[src/rtl/hazard_pkg.sv]
// Shared types and constants for the pipeline hazard controller.
package hazard_pkg;

    localparam logic [2:0] RES_LOAD = 3'b001;

    localparam logic [1:0] FWD_RF = 2'b00;
    localparam logic [1:0] FWD_W  = 2'b01;
    localparam logic [1:0] FWD_M  = 2'b10;

    typedef enum logic [1:0] {IDLE, BUSY, DONE} md_state_t;

    // Operand bypass select; the younger M result wins over W.
    function automatic logic [1:0] fwd_sel(input logic [4:0] rs, input logic [4:0] rd_m,
                                           input logic [4:0] rd_w, input logic wr_m,
                                           input logic wr_w);
        if (wr_m && rd_m != 5'd0 && rd_m == rs)
            return FWD_M;
        else if (wr_w && rd_w != 5'd0 && rd_w == rs)
            return FWD_W;
        else
            return FWD_RF;
    endfunction

endpackage

[src/rtl/hazard_unit_if.sv]
// Pipeline <-> hazard controller signal bundle.
interface hazard_if #(parameter int CNT_W = 32);

    logic [4:0]       Rs1D, Rs2D, Rs1E, Rs2E;
    logic [4:0]       RdE, RdM, RdW;
    logic [2:0]       ResultSrcE;
    logic             RegWriteM, RegWriteW;
    logic             PCSrcE, MultiCycleE;
    logic             StallF, StallD, StallE;
    logic             FlushD, FlushE, FlushM;
    logic [1:0]       ForwardAE, ForwardBE;
    logic             MdStart, MdDone;
    logic [CNT_W-1:0] StallCount, FlushCount;

    // Pipeline side: provides stage info, consumes controls.
    modport master (
        output Rs1D, Rs2D, Rs1E, Rs2E, RdE, RdM, RdW, ResultSrcE,
               RegWriteM, RegWriteW, PCSrcE, MultiCycleE,
        input  StallF, StallD, StallE, FlushD, FlushE, FlushM,
               ForwardAE, ForwardBE, MdStart, MdDone, StallCount, FlushCount
    );

    // Hazard controller side.
    modport slave (
        input  Rs1D, Rs2D, Rs1E, Rs2E, RdE, RdM, RdW, ResultSrcE,
               RegWriteM, RegWriteW, PCSrcE, MultiCycleE,
        output StallF, StallD, StallE, FlushD, FlushE, FlushM,
               ForwardAE, ForwardBE, MdStart, MdDone, StallCount, FlushCount
    );

endinterface

[src/rtl/hazard_unit_sat_counter.sv]
// Saturating up-counter: sticks at all-ones instead of wrapping.
module sat_counter #(
    parameter int W = 32
) (
    input  logic         clk,
    input  logic         reset,
    input  logic         inc,
    output logic [W-1:0] count
);

    // Count enabled cycles, hold once full.
    always_ff @(posedge clk or negedge reset) begin
        if (!reset)
            count <= '0;
        else if (inc && count != '1)
            count <= count + W'(1);
    end

endmodule

[src/rtl/hazard_unit.sv]
// Hazard controller for the 5-stage core: forwarding, load-use and
// redirect handling, mul/div stall sequencing and perf counters.
module hazard_unit
    import hazard_pkg::*;
#(
    parameter int MD_LATENCY = 4,
    parameter int CNT_W      = 32
) (
    input  logic     clk,
    input  logic     reset,
    hazard_if.slave  hz
);

    localparam int CW = $clog2(MD_LATENCY + 1);

    md_state_t     state, state_nx;
    logic [CW-1:0] cnt, cnt_nx;
    logic          lw_stall, md_stall;

    assign lw_stall = (hz.ResultSrcE == RES_LOAD) && (hz.RdE != 5'd0) &&
                      ((hz.RdE == hz.Rs1D) || (hz.RdE == hz.Rs2D));

    // Detect cycle stalls too, so the op sees exactly MD_LATENCY frozen cycles.
    assign md_stall = (state == IDLE && hz.MultiCycleE) || (state == BUSY);

    assign hz.ForwardAE = fwd_sel(hz.Rs1E, hz.RdM, hz.RdW, hz.RegWriteM, hz.RegWriteW);
    assign hz.ForwardBE = fwd_sel(hz.Rs2E, hz.RdM, hz.RdW, hz.RegWriteM, hz.RegWriteW);

    // Multi-cycle FSM state and remaining-cycle counter.
    always_ff @(posedge clk or negedge reset) begin
        if (!reset) begin
            state <= IDLE;
            cnt   <= '0;
        end else begin
            state <= state_nx;
            cnt   <= cnt_nx;
        end
    end

    // Next state: DONE ignores MultiCycleE since the finished op is still in E.
    always_comb begin
        state_nx = state;
        cnt_nx   = cnt;
        unique case (state)
            IDLE: if (hz.MultiCycleE) begin
                state_nx = BUSY;
                cnt_nx   = CW'(MD_LATENCY - 1);
            end
            BUSY: begin
                cnt_nx = cnt - CW'(1);
                if (cnt == CW'(1))
                    state_nx = DONE;
            end
            DONE:    state_nx = IDLE;
            default: state_nx = IDLE;
        endcase
    end

    // Pipeline controls; a mul/div stall overrides redirects and load-use.
    always_comb begin
        hz.StallF  = 1'b0;
        hz.StallD  = 1'b0;
        hz.StallE  = 1'b0;
        hz.FlushD  = 1'b0;
        hz.FlushE  = 1'b0;
        hz.FlushM  = 1'b0;
        hz.MdStart = 1'b0;
        hz.MdDone  = (state == DONE);
        if (reset) begin
            hz.StallF  = (lw_stall && !hz.PCSrcE) || md_stall;
            hz.StallD  = hz.StallF;
            hz.StallE  = md_stall;
            hz.FlushD  = hz.PCSrcE && !md_stall;
            hz.FlushE  = (lw_stall || hz.PCSrcE) && !md_stall;
            hz.FlushM  = md_stall;
            hz.MdStart = (state == IDLE) && hz.MultiCycleE;
        end
    end

    sat_counter #(.W(CNT_W)) u_stall_cnt (
        .clk   (clk),
        .reset (reset),
        .inc   (hz.StallF),
        .count (hz.StallCount)
    );

    sat_counter #(.W(CNT_W)) u_flush_cnt (
        .clk   (clk),
        .reset (reset),
        .inc   (hz.FlushD),
        .count (hz.FlushCount)
    );

endmodule

[src/flat_wrapper.sv]
// flat-port wrapper written by rule: the top's interface ports become plain ports
module hazard_unit_flat import hazard_pkg::*;
#(
    parameter int MD_LATENCY = 4,
    parameter int CNT_W      = 32
)
  (clk, reset, hz_Rs1D, hz_Rs2D, hz_Rs1E, hz_Rs2E, hz_RdE, hz_RdM, hz_RdW, hz_ResultSrcE, hz_RegWriteM, hz_RegWriteW, hz_PCSrcE, hz_MultiCycleE, hz_StallF, hz_StallD, hz_StallE, hz_FlushD, hz_FlushE, hz_FlushM, hz_ForwardAE, hz_ForwardBE, hz_MdStart, hz_MdDone, hz_StallCount, hz_FlushCount);
  hazard_if #(.CNT_W(CNT_W)) hz_i ();
  input  logic clk;
  input  logic reset;
  input wire logic [$bits(hz_i.Rs1D)-1:0] hz_Rs1D;
  input wire logic [$bits(hz_i.Rs2D)-1:0] hz_Rs2D;
  input wire logic [$bits(hz_i.Rs1E)-1:0] hz_Rs1E;
  input wire logic [$bits(hz_i.Rs2E)-1:0] hz_Rs2E;
  input wire logic [$bits(hz_i.RdE)-1:0] hz_RdE;
  input wire logic [$bits(hz_i.RdM)-1:0] hz_RdM;
  input wire logic [$bits(hz_i.RdW)-1:0] hz_RdW;
  input wire logic [$bits(hz_i.ResultSrcE)-1:0] hz_ResultSrcE;
  input wire logic [$bits(hz_i.RegWriteM)-1:0] hz_RegWriteM;
  input wire logic [$bits(hz_i.RegWriteW)-1:0] hz_RegWriteW;
  input wire logic [$bits(hz_i.PCSrcE)-1:0] hz_PCSrcE;
  input wire logic [$bits(hz_i.MultiCycleE)-1:0] hz_MultiCycleE;
  output wire logic [$bits(hz_i.StallF)-1:0] hz_StallF;
  output wire logic [$bits(hz_i.StallD)-1:0] hz_StallD;
  output wire logic [$bits(hz_i.StallE)-1:0] hz_StallE;
  output wire logic [$bits(hz_i.FlushD)-1:0] hz_FlushD;
  output wire logic [$bits(hz_i.FlushE)-1:0] hz_FlushE;
  output wire logic [$bits(hz_i.FlushM)-1:0] hz_FlushM;
  output wire logic [$bits(hz_i.ForwardAE)-1:0] hz_ForwardAE;
  output wire logic [$bits(hz_i.ForwardBE)-1:0] hz_ForwardBE;
  output wire logic [$bits(hz_i.MdStart)-1:0] hz_MdStart;
  output wire logic [$bits(hz_i.MdDone)-1:0] hz_MdDone;
  output wire logic [$bits(hz_i.StallCount)-1:0] hz_StallCount;
  output wire logic [$bits(hz_i.FlushCount)-1:0] hz_FlushCount;
  assign hz_i.Rs1D = hz_Rs1D;
  assign hz_i.Rs2D = hz_Rs2D;
  assign hz_i.Rs1E = hz_Rs1E;
  assign hz_i.Rs2E = hz_Rs2E;
  assign hz_i.RdE = hz_RdE;
  assign hz_i.RdM = hz_RdM;
  assign hz_i.RdW = hz_RdW;
  assign hz_i.ResultSrcE = hz_ResultSrcE;
  assign hz_i.RegWriteM = hz_RegWriteM;
  assign hz_i.RegWriteW = hz_RegWriteW;
  assign hz_i.PCSrcE = hz_PCSrcE;
  assign hz_i.MultiCycleE = hz_MultiCycleE;
  assign hz_StallF = hz_i.StallF;
  assign hz_StallD = hz_i.StallD;
  assign hz_StallE = hz_i.StallE;
  assign hz_FlushD = hz_i.FlushD;
  assign hz_FlushE = hz_i.FlushE;
  assign hz_FlushM = hz_i.FlushM;
  assign hz_ForwardAE = hz_i.ForwardAE;
  assign hz_ForwardBE = hz_i.ForwardBE;
  assign hz_MdStart = hz_i.MdStart;
  assign hz_MdDone = hz_i.MdDone;
  assign hz_StallCount = hz_i.StallCount;
  assign hz_FlushCount = hz_i.FlushCount;
  hazard_unit #(.MD_LATENCY(MD_LATENCY), .CNT_W(CNT_W)) u_core (.clk(clk), .reset(reset), .hz(hz_i));
endmodule
[config.mk]
export PLATFORM = sky130hd
export DESIGN_NAME = hazard_unit_flat
export DESIGN_NICKNAME = d
export VERILOG_FILES = /design/src/rtl/hazard_pkg.sv /design/src/rtl/hazard_unit_if.sv /design/src/rtl/hazard_unit_sat_counter.sv /design/src/rtl/hazard_unit.sv /design/src/flat_wrapper.sv
export SDC_FILE = /design/constraint.sdc
export NUM_CORES = 1
export LEC_CHECK = 0
export CORE_MARGIN = 10
export CORE_UTILIZATION = 25
export CTS_CLUSTER_SIZE = 20
export DETAILED_ROUTE_END_ITERATION = 6
export SLEW_MARGIN = 25
export SYNTH_ARGS = -nofsm -noshare
export SYNTH_HDL_FRONTEND = slang
export SYNTH_HIERARCHICAL = 1
export SYNTH_SLANG_ARGS = --single-unit
[constraint.sdc]
create_clock -name clk -period 2.2 [get_ports clk]
set_input_delay 0.33 -clock clk [delete_from_list [all_inputs] [get_ports clk]]
set_output_delay 0.33 -clock clk [all_outputs]
set_load 0.02 [all_outputs]
After elaboration in Yosys (flattened, before gate mapping)
Cells that the tools add are included.
- add/subtract/negate cells: 3
- eq/ne operators: 14
- multiplexer cells: 14
- reductions and logical operators: 27
- operators with widths (operator ; number):
    32-bit by 1-bit adder with 32-bit output (second input constant) ; 2
    32-bit != test (second input constant) ; 2
    5-bit == test ; 6
    5-bit nonzero test ; 3
    1-bit logical AND ; 14
    2-bit 2-to-1 mux ; 4
    1-bit 2-to-1 mux ; 7
    3-bit by 1-bit == test with 1-bit output (second input constant) ; 2
    3-bit case mux with 2 select lines ; 1
    1-bit logical OR ; 4
    2-bit != test (second input constant) ; 2
    2-bit case mux with 2 select lines ; 1
    2-bit AND reduction ; 2
    3-bit 2-to-1 mux ; 1
    3-bit by 1-bit subtractor with 3-bit output (second input constant) ; 1
    2-bit by 1-bit == test with 1-bit output (second input constant) ; 1
    2-bit == test (second input constant) ; 1
    1-bit logical NOT ; 2
    2-bit logical NOT ; 1
    2-bit nonzero test ; 1
- bits in registers: 69
- input port bits: 44
- output and inout port bits: 76
- word-level logic and storage cells: 62

Logic depth before layout (Yosys ltp)
Gate-level depths: netlist of run 1.
- word-level depth: 7
- gate-level depth with buffers: 11
- mapped depth without buffers: 9

Cells and area by module
Netlist of run 1, hierarchy kept.
- modules (own cells, without submodules) (module ; times used ; cells an instance ; area an instance (sq um) ; sequential area each (sq um)):
    sat_counter ; 2 ; 151 ; 1624.1 ; 800.8
    hazard_unit ; 1 ; 86 ; 705.7 ; 125.1

Least setup slack after synthesis of run 1
OpenSTA, ideal clock, no wires.
- path kind: input -> register
- start: input hz_RdE[0]
- end: register u_core.u_stall_cnt.count[29]
- setup time: 0.080 ns
- arrival: 2.675 ns
- required time: 2.120 ns
- path slack: -0.555 ns
- cell stages on the path: 10
- path buffers: 1
- cells stage by stage: nor3_1 a2111oi_0 nand3b_1 o21bai_1 and3_1 nor2b_1 clkbuf_1 nand4_1 nor4_2 xor2_1
- cells in the longest elaborated chain, start to end: 7
- elaborated cells between the ends (all ways): 10
- those cells by class: eq/ne: 2; mux: 1; reduce/logical: 7
- ends and longest elaborated chain (element ; line ; source):
    start, declared ; flat_wrapper.sv:15 ; input wire logic [$bits(hz_i.RdE)-1:0] hz_RdE;
    5-bit == test / 5-bit nonzero test (equally long branches) ; hazard_unit.sv:21, hazard_unit.sv:20 ;
    1-bit logical OR / 1-bit logical AND (equally long branches) ; hazard_unit.sv:21, hazard_unit.sv:20 ;
    1-bit logical AND (*) ; hazard_unit.sv:20 ; assign lw_stall = (hz.ResultSrcE == RES_LOAD) && (hz.RdE != 5'd0) &&
    1-bit logical AND (*) ; hazard_unit.sv:70 ; hz.StallF = (lw_stall && !hz.PCSrcE) || md_stall;
    1-bit logical OR (*) ; hazard_unit.sv:70 ;
    1-bit 2-to-1 mux (*) ; -- ;
    named net hz_StallD ; flat_wrapper.sv:24 ; output wire logic [$bits(hz_i.StallD)-1:0] hz_StallD;
    1-bit logical AND (*) ; hazard_unit_sat_counter.sv:15 ; else if (inc && count != '1)
    end signal, assigned ; hazard_unit_sat_counter.sv:16 ; count <= count + W'(1);
    end, declared ; hazard_unit_sat_counter.sv:8 ; output logic [W-1:0] count
Mark *: on every way through the listed nets, which the timed path passes. The rest lies on a longest branch.
A chain may end at the register's enable or synchronous reset.

Final worst setup path of run 1
- start: input hz_RdM[4]
- end: output hz_ForwardBE[0]
- cells in the longest elaborated chain, start to end: 4
- elaborated cells between the ends (all ways): 5
- those cells by class: eq/ne: 1; mux: 1; reduce/logical: 3
- ends and longest elaborated chain (element ; line ; source):
    start, declared ; flat_wrapper.sv:16 ; input wire logic [$bits(hz_i.RdM)-1:0] hz_RdM;
    5-bit nonzero test ; hazard_pkg.sv:16 ; if (wr_m && rd_m != 5'd0 && rd_m == rs)
    1-bit logical AND ; hazard_pkg.sv:16 ;
    1-bit logical AND (*) ; hazard_pkg.sv:16 ;
    2-bit 2-to-1 mux (*) ; hazard_pkg.sv:16 ;
    end, declared ; flat_wrapper.sv:30 ; output wire logic [$bits(hz_i.ForwardBE)-1:0] hz_ForwardBE;
Every way passes the cells marked *; elsewhere a longest branch is shown, timed or not.

==> impl_metrics.env, run 1 <==
export IMPL_status="completed"
export IMPL_grt_pass1_vias=3724
export IMPL_synth_seq_cells=69
export IMPL_ys_types=41
export IMPL_cts_tree="yes"
export IMPL_syn_inst=388
export IMPL_worstSetupEndpointType="output port"
export IMPL_clkPwrFrac=0.323
export IMPL_synth_nets=436
export IMPL_hold_violations=0
export IMPL_avgRoutedWirePerCell_um=16.2
export IMPL_vias=3600
export IMPL_synthToLayoutAreaGrowth_pct=55.9
export IMPL_max_freq_ghz=0.463
export IMPL_setup_viol=0
export IMPL_tightest_slew_ns=0.835
export IMPL_mostFrequentLayoutCell="clkdlybuf4s50_1"
export IMPL_maxCapViolations=0
export IMPL_intPower_mw=2.81
export IMPL_dieHeight_um=146
export IMPL_drtPass1Iterations=4
export IMPL_drt_initial_drc_count=201
export IMPL_gr_total_overflow=0
export IMPL_cp_startpoint="hz_RdM[4]"
export IMPL_antenna_found_initial=1
export IMPL_p_per_area_nw_per_um2=670
export IMPL_hold_ws_ns=0.256
export IMPL_crit_fanout=2
export IMPL_synth_top_area_share=0.437
export IMPL_yosysWarnings=6
export IMPL_route_detailed_drc=0
export IMPL_die_area_um2=21200
export IMPL_yosys_top_cells_area="dfrtp_1 44%, xnor2_1 12%, xor2_1 7.5%"
export IMPL_gp_congestion=0.830
export IMPL_r2r_end="u_core/u_flush_cnt/count[18]"
export IMPL_power_leakage_nw=2.56
export IMPL_grt_max_degree=65
export IMPL_power_switching_mw=1.31
export IMPL_reg2reg_depth=7
export IMPL_synthFlopType="dfrtp_1"
export IMPL_syn_cell_area_um2=3950
export IMPL_die_w_um=146
export IMPL_grt_pass1_wl_um=20500
export IMPL_fin_ws_ns=0.0424
export IMPL_port_buffers=119
export IMPL_finalWirelength_um=12600
export IMPL_grt_usage=0.118
export IMPL_nets=612
export IMPL_netSwitchingFraction=0.318
export IMPL_ctsHtreeMaxLevel=3
export IMPL_pwr_share_comb=0.295
export IMPL_synth_largest_area_cell="dfrtp_1"
export IMPL_critPathLaunchType="input pin"
export IMPL_cts_sinks=69
export IMPL_stdcell_area_um2=6160
export IMPL_cp_required_ns=1.87
export IMPL_synth_edf_count=0
export IMPL_num_rows=45
export IMPL_slew_violations=0
export IMPL_final_cell_mix="80 x clkdlybuf4s50_1, 69 x dfrtp_1, 54 x xnor2_1"
export IMPL_clock_skew_ns=0.00674
export IMPL_period_needed_ns=2.16
export IMPL_drive_above_1_share=0.227
export IMPL_io_pins=120
export IMPL_cts_clk_slew_worst_paths_ns=0.05
export IMPL_pre_cts_ws_ns=-0.676
export IMPL_worstSetupPathType="input pin to output port"
export IMPL_post_dp_cell_area_um2=5760
export IMPL_clock_path_buffers=2
export IMPL_numCtsBuffers=9
export IMPL_initial_core_util=0.257
export IMPL_slew_headroom=0.444
export IMPL_hold_path_class="input pin to asynchronous set/reset pin"
export IMPL_stdcell_count=780
export IMPL_synth_seq_area_share=0.437
export IMPL_peakVddDrop_uv=460
export IMPL_rsz0062_at_grt="yes"
export IMPL_nFillCells=1494
export IMPL_antenna_left=0
export IMPL_finalSetupTns_ns=0
export IMPL_avgSynthCellArea_um2=10.2
export IMPL_clockRootBuffer="clkbuf_16"
export IMPL_clkLatencyLatePin_ns=0.33
export IMPL_dp_hpwl_um=9690
export IMPL_reg2reg_from="u_core/state[0]"
export IMPL_critPathArrivalTime_ns=1.83
export IMPL_core_area_um2=15400
export IMPL_pwr_share_seq=0.382
export IMPL_viasPerCell=4.62
export IMPL_dp_cells=758
export IMPL_async_reset_ff_frac=1.00
export IMPL_post_route_period_util=0.981
export IMPL_crit_path_end="hz_ForwardBE[0]"
export IMPL_rrSetupSlack_ns=0.16
-- power by group through the flow --
stage          clock network, mW  registers [mW]  logic [mW]
2_1_floorplan                  0            1.66       0.476
3_3_place_gp                   0            1.59        1.16
5_1_grt                     1.42            1.61        1.32
4_1_cts                     1.38            1.57        1.21
6_report                    1.33            1.58        1.22
3_5_place_dp                   0            1.59        1.19
-- kinds of logic after synthesis --
| family | after synthesis | synth area share |
|---|---|---|
| adders and majority gates | 4 | 0.0127 |
| xor gates and xnor gates | 88 | 0.195 |
| AOI/OAI and AO/OA | 24 | 0.0471 |
| muxes | 4 | 0.0114 |
| DFF | 69 | 0.437 |
| buffers and inverters | 14 | 0.0190 |
| and+or+nand+nor | 185 | 0.278 |
-- Yosys cell counts (5+ instances only) --
master and count:
nor4_1 8, and3_1 5, nand2_1 34, xnor2_1 54
xor2_1 34, and4_1 9, dfrtp_1 69, inv_1 7
nor3_1 10, nand4_1 30, nor2_1 25, nand3_1 33
-- critical path: stages --
cell and delay [ns]:
clkdlybuf4s15_1 0.19, or4_4 0.50, o21ai_4 0.16, buf_6 0.12, nor4_4 0.04, nor4_2 0.29
buf_4 0.19
-- worst min path at each step --
stage	startpoint	to	slack (ns)	cells after the start
after global placement	reset	u_core/cnt[1]	0.17	1
after floorplan	reset	u_core/cnt[0]	0.03	0
after global routing	reset	u_core/u_stall_cnt/count[1]	0.35	2
final	reset	u_core/u_stall_cnt/count[14]	0.26	2
after CTS	reset	u_core/u_stall_cnt/count[11]	0.30	2
after detailed placement	reset	u_core/cnt[0]	0.17	1
-- sequential cells by signal (all words and copies together) (netlist names) --
| register | cells |
|---|---|
| u_core/u_flush_cnt/count | 32 |
| u_core/u_stall_cnt/count | 32 |
| u_core/cnt | 3 |
| u_core/state | 2 |
-- layout make-up --
cell class	instances	area, um^2	share of cell area
Sequential cell	69	1730	0.280
Antenna cell	1	2.50	0.000406
Tap cell	211	264	0.0428
Clock inverter	4	23.8	0.00386
Multi-Input combinational cell	305	2320	0.376
Timing Repair Buffer	172	1550	0.251
Inverter	7	26.3	0.00426
Clock buffer	11	253	0.0410
-- per-layer routing --
layer  global-route usage  vias up  wire (um)
met2                0.199       92       6340
met4               0.0273        0        184
met5                    0        -          0
li1                     -     1755          -
met3               0.0422       14        775
met1                0.139     1739       5330
-- timing repair --
item,in CTS,in global routing
endpoints found under the setup margin,36,29
buffers inserted,4,2
hold buffers,1,0
endpoints found under the hold margin,5,0
resized for setup,71,30
pin swaps,17,17
-- through the flow --
stage	utilization	power, mW
3_3_place_gp	0.375	2.75
6_report	0.401	4.13
5_1_grt	0.401	4.35
4_1_cts	0.398	4.16
3_5_place_dp	0.375	2.78
2_1_floorplan	-	2.14
No activity file was read; power rests on OpenSTA's default activity.
==> inputs of run 2 (changes only) <==
--- a/config.mk
+++ b/config.mk
@@ -7,6 +7,8 @@
 export LEC_CHECK = 0
 export CORE_MARGIN = 10
 export CORE_UTILIZATION = 25
+export CTS_BUF_LIST = sky130_fd_sc_hd__clkbuf_16
+export CTS_CLUSTER_DIAMETER = 120
 export CTS_CLUSTER_SIZE = 20
 export DETAILED_ROUTE_END_ITERATION = 6
 export SLEW_MARGIN = 25
==> constraint.sdc (replaced) <==
create_clock -name clk -period 2.2 [get_ports clk]
set_input_delay 0.33 -clock clk [delete_from_list [all_inputs] [get_ports clk]]
set_output_delay 0.33 -clock clk [all_outputs]
set_load 0.1 [all_outputs]
==> run 2 against run 1 <==
Critical endpoint unchanged. First-iteration DRC count shrank 18%. Largest power group is now combinational logic. Power grew 27%. Hold slack lost 0.12 ns.
==> impl_metrics.env, run 2 (synthesis results as in run 1) <==
export IMPL_status="completed"
export IMPL_die_area_um2=21200
export IMPL_vias=3717
export IMPL_gp_congestion=0.830
export IMPL_worstSetupPathType="input pin to output port"
export IMPL_finalWirelength_um=12800
export IMPL_antenna_left=0
export IMPL_finalSetupTns_ns=0
export IMPL_die_w_um=146
export IMPL_cp_required_ns=1.87
export IMPL_period_needed_ns=2.15
export IMPL_cp_num_buf_inv=2
export IMPL_slew_headroom=0.606
export IMPL_post_route_period_util=0.976
export IMPL_slowest_stage="or4_4"
export IMPL_cts_sinks=69
export IMPL_cts_clk_slew_worst_paths_ns=0.06
export IMPL_drtPass1Iterations=4
export IMPL_initial_core_util=0.257
export IMPL_critPathLaunchType="input pin"
export IMPL_dp_hpwl_um=9910
export IMPL_gr_total_overflow=0
export IMPL_final_cell_mix="110 x buf_4, 54 x xnor2_1, 34 x dfrtp_2"
export IMPL_numCtsBuffers=9
export IMPL_cp_slowest_stage_delay_ns=0.54
export IMPL_mostFrequentLayoutCell="buf_4"
export IMPL_avgRoutedWirePerCell_um=16.5
export IMPL_critPathTopFamily="simple AND/OR/NAND/NOR gates"
export IMPL_hold_violations=0
export IMPL_peakVddDrop_uv=883
export IMPL_multi_input_area_um2=2380
export IMPL_max_freq_ghz=0.466
export IMPL_core_area_um2=15400
export IMPL_num_rows=45
export IMPL_power_leakage_nw=2.68
export IMPL_nFillCells=1480
export IMPL_route_detailed_drc=0
export IMPL_cts_tree="yes"
export IMPL_regArea_um2=1860
export IMPL_nets=610
export IMPL_total_power_mw=5.23
export IMPL_reg_top3="u_core/u_flush_cnt/count: 32 flops, u_core/u_stall_cnt/count: 32 flops, u_core/cnt: 3 flops"
export IMPL_clock_skew_ns=0.00558
export IMPL_grt_pass1_wl_um=20800
export IMPL_ctsHtreeMaxLevel=3
export IMPL_maxCapViolations=0
export IMPL_clock_path_buffers=2
export IMPL_antenna_found_initial=0
export IMPL_rsz0062_at_grt="no"
export IMPL_grt_pass1_vias=3837
export IMPL_clockRootBuffer="clkbuf_16"
export IMPL_crit_fanout=3
export IMPL_hold_path_class="input pin to asynchronous set/reset pin"
export IMPL_worstSetupEndpointType="output port"
export IMPL_tightest_slew_ns=0.586
export IMPL_path_cells="clkdlybuf4s15_1, xor2_1, or4_4, nor4_4, buf_12"
export IMPL_clkLatencyLatePin_ns=0.34
export IMPL_grt_usage=0.120
export IMPL_port_buffers=119
export IMPL_viasPerCell=4.78
export IMPL_slew_violations=0
export IMPL_dieHeight_um=146
export IMPL_critPathArrivalTime_ns=1.82
export IMPL_n_antenna_cell=0
export IMPL_synthToLayoutAreaGrowth_pct=61.5
export IMPL_hold_ws_ns=0.136
export IMPL_grt_max_degree=34
export IMPL_drt_initial_drc_count=165
export IMPL_setup_viol=0
export IMPL_io_pins=120
export IMPL_p_per_area_nw_per_um2=820
export IMPL_drive_above_1_share=0.469
run 2: changes by cell type in the layout (fill, tap and decap cells not counted), sizes merged:
cell           change
clkdlybuf4s15      +3
diode              -1
dlymetal6s2s       +6
dlygate4sd2       -13
clkdlybuf4s50     -68
clkinvlp           +1
bufinv             +2
buf               +73
clkbuf             -5
run 2: worst paths after layout:
kind,from,endpoint,slack [ns],cells after the start
setup / recovery,hz_RdW[4],hz_ForwardBE[0],0.05,5
hold reg to reg,u_core/u_flush_cnt/count[31],u_core/u_flush_cnt/count[31],0.48,1
hold / removal,reset,u_core/u_stall_cnt/count[1],0.14,2
max in group asynchronous,reset,u_core/cnt[1],1.50,2
setup reg to reg,u_core/u_stall_cnt/count[24],u_core/u_stall_cnt/count[1],0.10,5
min in group clk,u_core/u_flush_cnt/count[31],u_core/u_flush_cnt/count[31],0.48,1
run 2: final cells by class:
type                            instances  share of cell area
Sequential cell                        69               0.291
Tap cell                              211              0.0414
Clock buffer                            9              0.0353
Multi-Input combinational cell        305               0.372
Inverter                                7             0.00412
Timing Repair Buffer                  170               0.241
Clock inverter                          7              0.0141
run 2: worst reg2reg max path, stage by stage, from the launching register on:
cell and delay [ns]:
dfrtp_4 0.46, nand4_1 0.24, nor4_4 0.46, nand2_2 0.16, o31ai_4 0.30, mux2_1 0.36
run 2: layer usage:
| metal | routed length [um] | vias to the layer above | global-route usage | share of wire |
|---|---|---|---|---|
| li1 | - | 1755 | - | - |
| met1 | 5810 | 1819 | 0.150 | 0.45 |
| met2 | 5840 | 133 | 0.184 | 0.46 |
| met3 | 1030 | 10 | 0.0509 | 0.081 |
| met4 | 119 | 0 | 0.0303 | 0.0093 |
| met5 | 0 | - | 0 | 0 |
run 2: per-stage QoR:
step | cells | utilization | area [um^2] | setup slack, ns
after floorplan | 388 | - | 4240 | -0.546
after global placement | 758 | 0.386 | 5940 | -0.561
after detailed placement | 758 | 0.386 | 5940 | -0.580
after CTS | 774 | 0.407 | 6260 | 0.000870
after global routing | 778 | 0.415 | 6380 | 0.00143
final | 778 | 0.415 | 6380 | 0.0535
run 2: repair_timing:
action	in CTS	in global routing
hold buffers	1	0
resized for setup	40	37
buffers inserted	1	4
pin swaps	16	14
endpoints found under the hold margin	5	0
setup endpoints to repair	34	28
run 2: report_power, final:
part           leakage [nW]  total, mW  switching [mW]  internal (mW)
combinational          1.69       2.08            1.40          0.679
clock                 0.153       1.55           0.567          0.986
sequential            0.834       1.60           0.188           1.41
total                  2.68       5.23            2.15           3.08
==> variant 1, RTL diff (config.mk and constraints of run 1) <==
`CNT_W` is set to 32 in 3 places; all go to 48.
--- a/src/rtl/hazard_unit_if.sv
+++ b/src/rtl/hazard_unit_if.sv
@@ -1,3 +1,3 @@
 // Pipeline <-> hazard controller signal bundle.
-interface hazard_if #(parameter int CNT_W = 32);
+interface hazard_if #(parameter int CNT_W = 48);
 
--- a/src/rtl/hazard_unit.sv
+++ b/src/rtl/hazard_unit.sv
@@ -6,3 +6,3 @@
     parameter int MD_LATENCY = 4,
-    parameter int CNT_W      = 32
+    parameter int CNT_W      = 48
 ) (
--- a/src/flat_wrapper.sv
+++ b/src/flat_wrapper.sv
@@ -4,3 +4,3 @@
     parameter int MD_LATENCY = 4,
-    parameter int CNT_W      = 32
+    parameter int CNT_W      = 48
 )
Ports: changed (resized hz_FlushCount and hz_StallCount); port bits go from 120 to 152. No check against the original RTL was run, so the function may have changed too.
==> variant 1 against run 1 <==
Total power up 24%. Die area up 36%. Sequential cell count up 32. First-iteration DRC count up 39%. Worst setup slack better by 0.0053 ns. Cell count up 39%. Critical path type unchanged. Routed wire length up 45%. Cell area up 40%. Area after synthesis up 42%. Hold slack worse by 0.083 ns.
==> variant 1: results (changes against run 1) <==
Yosys Warn Count - 6 (unchanged)
All-layer global routing usage - 12.55% (+0.77 points)
Setup Fix Bufs, Post-CTS - 6 (+2)
Worst reg2reg startpoint - u_core/u_flush_cnt/count[40]$_DFFE_PN0P_
Detail Placement HPWL - 13.81 mm (+43%)
Vias in the first global route - 5283 (+42%)
Top flop regs - u_core/u_flush_cnt/count: 48 flops, u_core/u_stall_cnt/count: 48 flops, u_core/cnt: 3 flops
Post-Syn Nets - 612 (+40%)
Mux cell area share after synthesis - 0.4020% (-0.74 points)
Post-synthesis xor/xnor area fraction - 19.38% (-0.11 points)
Maximum vdd drop - 0.0003824 V (-17%)
Antenna Nets Post-Route - 0 (unchanged)
Filler cell count - 2196 (+47%)
Synth Area in Compound Gates - 2.077% (-2.6 points)
Port bufs - 151 (+27%)
Leak - 3.748 nW (+46%)
Crit path launch - hz_RdM[2]
Drt initial violations - 279 (+39%)
Final #Nets - 844 (+38%)
Initial antenna violation count - 0 (-1)
Via count - 5134 (+43%)
Seq/Total Area, Yosys - 45.11% (+1.4 points)
Relative slew slack - 54.94% (+11 points)
Max H-tree Level - 3 (unchanged)
Post_cts resized - 106 (+49%)
Post-Synth Adder-Cell Area - 0.8933% (-0.37 points)
CTS buffer count - 9 (unchanged)
Max FO, Critical Path - 3 (+1)
Worst-path clk slew - 0.07 ns (+0.02 ns)
First-pass GRT wire length - 29.24 mm (+43%)
Area contributors post-synth - dfrtp_1 45%, xnor2_1 10%, xor2_1 9.1%, nand4_1 6.0%, nand3_1 3.8%
Antenna Cells - 0 (-1)
Fraction of layout cells with a size suffix above 1 - 21.10% (-1.6 points)
Cell Area, Placed - 8039 um^2 (+40%)
Placer congestion estimate - 0.8481 (+2.2%)
Worst path slowest cell - clkdlybuf4s50_1
Clk_lat worst skew - 0.36 ns (+0.03 ns)
CP max stage delay - 0.52 ns (+0.02 ns)
Status - complete, no violations
Final Routed Wirelength - 18.34 mm (+45%)
DP Worst Slack - -0.6527 ns (+0.02333 ns)
==> variant 1: cell types whose count changed in the layout (fill, tap and decap cells not counted), sizes merged, moves of 7 or more <==
| cell | before | now |
|---|---|---|
| buf | 57 | 96 |
| dfrtp | 69 | 101 |
| clkdlybuf4s50 | 80 | 105 |
| nand4 | 32 | 56 |
| xor2 | 34 | 58 |
| nor2 | 25 | 45 |
| nor3 | 14 | 32 |
| and3 | 5 | 19 |
| xnor2 | 54 | 66 |
| nand3 | 35 | 43 |
| dlygate4sd2 | 20 | 27 |
==> variant 1: final cells by class <==
| type | count | share of cell area (%) |
|---|---|---|
| inverters | 11 | 0.4799 |
| repair buffers | 237 | 24.53 |
| flip-flops and latches | 101 | 29.37 |
| well taps | 280 | 4.072 |
| multi-input cells | 436 | 37.82 |
| clock buffers | 12 | 3.097 |
| clock inverters | 4 | 0.6253 |
==> variant 1: path summary, 6_finish.rpt <==
path                                                       endpoint  slack, ns  cells after the start
setup / recovery                                    hz_ForwardBE[1]       0.05                      6
hold / removal             u_core/u_flush_cnt/count[16]$_DFFE_PN0P_       0.17                      2
setup reg to reg           u_core/u_flush_cnt/count[20]$_DFFE_PN0P_       0.12                      5
hold reg to reg            u_core/u_flush_cnt/count[46]$_DFFE_PN0P_       0.49                      1
max in group asynchronous  u_core/u_stall_cnt/count[36]$_DFFE_PN0P_       1.56                      2
min in group clk           u_core/u_flush_cnt/count[46]$_DFFE_PN0P_       0.49                      1
==> variant 1: layer usage <==
layer  vias up  share of wire, %  global-route usage, %  wire length, um
met2       128                48                  20.68             8854
li1       2493                 -                      -                -
met4         0              0.83                  3.014              152
met3        10               6.7                  3.931             1227
met5         -                 0                      0                0
met1      2503                44                  15.63             8109
==> variant 1: where the power goes <==
group	leakage, nW	internal (mW)	switching (mW)
Clock	0.151	0.980	0.726
Sequential	1.35	1.99	0.195
Combinational	2.24	0.599	0.624
Total	3.75	3.57	1.55
==> variant 1: worst max-delay path, delay by kind of cell <==
| family | cells | cell delay, ns |
|---|---|---|
| AO/OA/AOI/OAI | 1 | 0.06 |
| AND/OR/NAND/NOR | 1 | 0.30 |
| buffers and inverters | 4 | 1.12 |
==> variant 1: metrics by stage <==
stage / util, % / cells / hold WS (ns) / TNS (ns) / power, mW
2_1_floorplan: - / 564 / 0.03441 / -0.2007 / 2.735
3_3_place_gp: 36.61 / 1054 / 0.4808 / -29.30 / 3.404
3_5_place_dp: 36.61 / 1054 / 0.4846 / -30.83 / 3.428
4_1_cts: 38.71 / 1077 / 0.1880 / 0 / 5.161
5_1_grt: 39.19 / 1081 / 0.2262 / -0.1437 / 5.371
6_report: 39.19 / 1081 / 0.1732 / 0 / 5.120
==> variant 2, RTL diff (flow settings as in run 1) <==
Without the edit above. Re-encode `md_state_t` (3 states) as one-hot, 3 bits wide.
--- a/src/rtl/hazard_pkg.sv
+++ b/src/rtl/hazard_pkg.sv
@@ -9,3 +9,3 @@
 
-    typedef enum logic [1:0] {IDLE, BUSY, DONE} md_state_t;
+    typedef enum logic [2:0] {IDLE = 3'b001, BUSY = 3'b010, DONE = 3'b100} md_state_t;
 
Behaviour: no difference found for any inputs over 10 cycles, from zero or initial values and one cycle with reset low; not proved beyond that.
==> variant 2 against run 1 <==
The flow now finishes with violations (negative setup slack). Sequential cell count up 1. Die area up 1.6%. Clock power up 17%. Cell area up 3.8%. Combinational power up 3%. Worst setup slack worse by 0.064 ns. Utilization up 0.31 points. Routed wire length down 0.64%. Area after synthesis up 1.9%. Total power up 6.9%. Clock skew about the same. Critical path type is now in2reg. Largest power group unchanged. Highest routed layer unchanged.
==> variant 2: results (changes against run 1) <==
Drt initial violations - 195 (-3.0%)
Fraction of layout cells with a size suffix above 1 - 24.05% (+1.3 points)
Worst-path clk slew - 0.06 ns
Clk_lat worst skew - 0.34 ns
Setup Fix Bufs, Post-CTS - 2 (-2)
Post-Syn Nets - 444 (+1.8%)
Setup TNS - -0.02207 ns (-0.02207 ns)
Violated checks - negative setup slack
Final #Nets - 622 (+1.6%)
Maximum clock insertion buffer count - 2 (unchanged)
Final Routed Wirelength - 12.56 mm (-0.64%)
Final setup margin - -0.02207 ns (-0.06444 ns)
Worst reg2reg startpoint - u_core/state[0]$_DFFE_PN1P_
Relative slew slack - 75.75% (+31 points)
Cell Area, Placed - 5828 um^2 (+1.2%)
Initial antenna violation count - 0 (-1)
Worst path arrival time - 2.44 ns (+0.61 ns)
Worst path slowest cell - clkdlybuf4s50_1
All-layer global routing usage - 11.63% (-0.15 points)
CP max stage delay - 0.42 ns (-0.08 ns)
Worst-case clock skew - 0.006983 ns (+0.0002407 ns)
Seq/Total Area, Yosys - 43.52% (-0.15 points)
Status - finished with violations
Max FO, Critical Path - 4 (+2)
Antenna Cells - 0 (-1)
Vias in the first global route - 3920 (+5.3%)
Filler cell count - 1530 (+2.4%)
Maximum vdd drop - 0.0005815 V (+26%)
Largest net degree at the start of global routing - 71 (+9.2%)
Post-synth top cells - 69 x dfrtp_1, 54 x xnor2_1, 36 x nand2_1
Slew Limit Fails - 0 (unchanged)
Reg2Reg Setup Slack - 0.02 ns (-0.14 ns)
Post_cts resized - 95 (+34%)
First-pass GRT wire length - 20.76 mm (+1.2%)
CP delay by family, top - simple AND/OR/NAND/NOR gates
Placer congestion estimate - 0.8192 (-1.3%)
Drt pass-1 iters - 5 (+1)
Via count - 3714 (+3.2%)
Port bufs - 119 (unchanged)
Max H-tree Level - 3 (unchanged)
Reg2Reg Capture Point - u_core/u_stall_cnt/count[25]$_DFFE_PN0P_
CTS buffer count - 9 (unchanged)
Detail Placement HPWL - 9.606 mm (-0.83%)
Post-synth cell types - 43 (+4.9%)
Final setup vio count - 1 (+1)
Area contributors post-synth - dfrtp_1 43%, xnor2_1 12%, xor2_1 7.4%, nand4_1 4.7%, nand3_1 4.1%
Leak - 2.704 nW (+5.4%)
Length in cells of the worst reg-to-reg path - 9 (+2)
Top flop regs - u_core/u_flush_cnt/count: 32 flops, u_core/u_stall_cnt/count: 32 flops
## variant 2: changes by cell type after synthesis, moves of 2 or more
| cell | before | now |
|---|---|---|
| a21oi_1 | 4 | 8 |
| nor2_1 | 25 | 21 |
| o31ai_1 | 0 | 2 |
| nor3b_1 | 0 | 2 |
| o21bai_1 | 2 | 0 |
| nand2_1 | 34 | 36 |
| a31oi_1 | 4 | 2 |
| nand2b_1 | 0 | 5 |
## variant 2: layout make-up
class                      count  area (um^2)  share of cell area [%]
sequential                    70         1753                   27.41
timing repair buffer         174         1604                   25.08
clock inverter                 3        68.82                   1.076
tap                          216        270.3                   4.226
multi-input combinational    311         2420                   37.84
clock buffer                  12        246.5                   3.854
inverter                       8        32.53                  0.5087
## variant 2: stage by stage
step           hold WS (ns)  setup WS [ns]  instances  power [mW]
3_3_place_gp         0.4838        -0.6194        771       2.752
4_1_cts              0.4335       -0.06807        787       4.399
5_1_grt              0.1574       -0.06561        794       4.654
2_1_floorplan       0.03441        -0.1540        396       2.156
3_5_place_dp         0.4959        -0.6325        771       2.769
6_report             0.1419       -0.02207        794       4.413
## variant 2: worst max-delay path by stage
stage / from / endpoint / slack [ns] / depth (start not counted)
after global routing: hz_Rs2D[3] / u_core/u_stall_cnt/count[29]$_DFFE_PN0P_ / -0.07 / 11
after CTS: hz_Rs2E[4] / hz_ForwardBE[0] / -0.07 / 5
final: hz_Rs2D[3] / u_core/u_stall_cnt/count[25]$_DFFE_PN0P_ / -0.02 / 10
after detailed placement: hz_RdE[2] / u_core/u_stall_cnt/count[18]$_DFFE_PN0P_ / -0.63 / 10
after global placement: hz_RdE[2] / u_core/u_stall_cnt/count[18]$_DFFE_PN0P_ / -0.62 / 10
after floorplan: hz_RdE[2] / u_core/u_stall_cnt/count[25]$_DFFE_PN0P_ / -0.15 / 9
## variant 2: cell families (layout without fill, tap and decap cells)
logic type               count (synthesis)  in the layout  synth area share, %
AND/OR/NAND/NOR                        189            189                28.21
XOR/XNOR                                88             88                19.14
flip-flops                              70             70                43.52
AO/OA/AOI/OAI                           26             26                4.815
buffers and inverters                   15            197                1.957
adder cells (fa/ha/maj)                  4              4                1.243
multiplexers                             4              4                1.118
## variant 2: per-layer routing
layer	vias up	GRT usage, %	routed length [um]
met3	17	5.037	1023
met2	121	19.09	6003
met4	0	3.320	168
li1	1787	-	-
met5	-	0	0
met1	1789	13.51	5359
## variant 2: power by group
part | total [mW] | internal (mW) | switching [mW] | leakage (nW)
registers | 1.60 | 1.41 | 0.183 | 0.946
clock network | 1.56 | 1.02 | 0.536 | 0.153
logic | 1.26 | 0.637 | 0.623 | 1.60
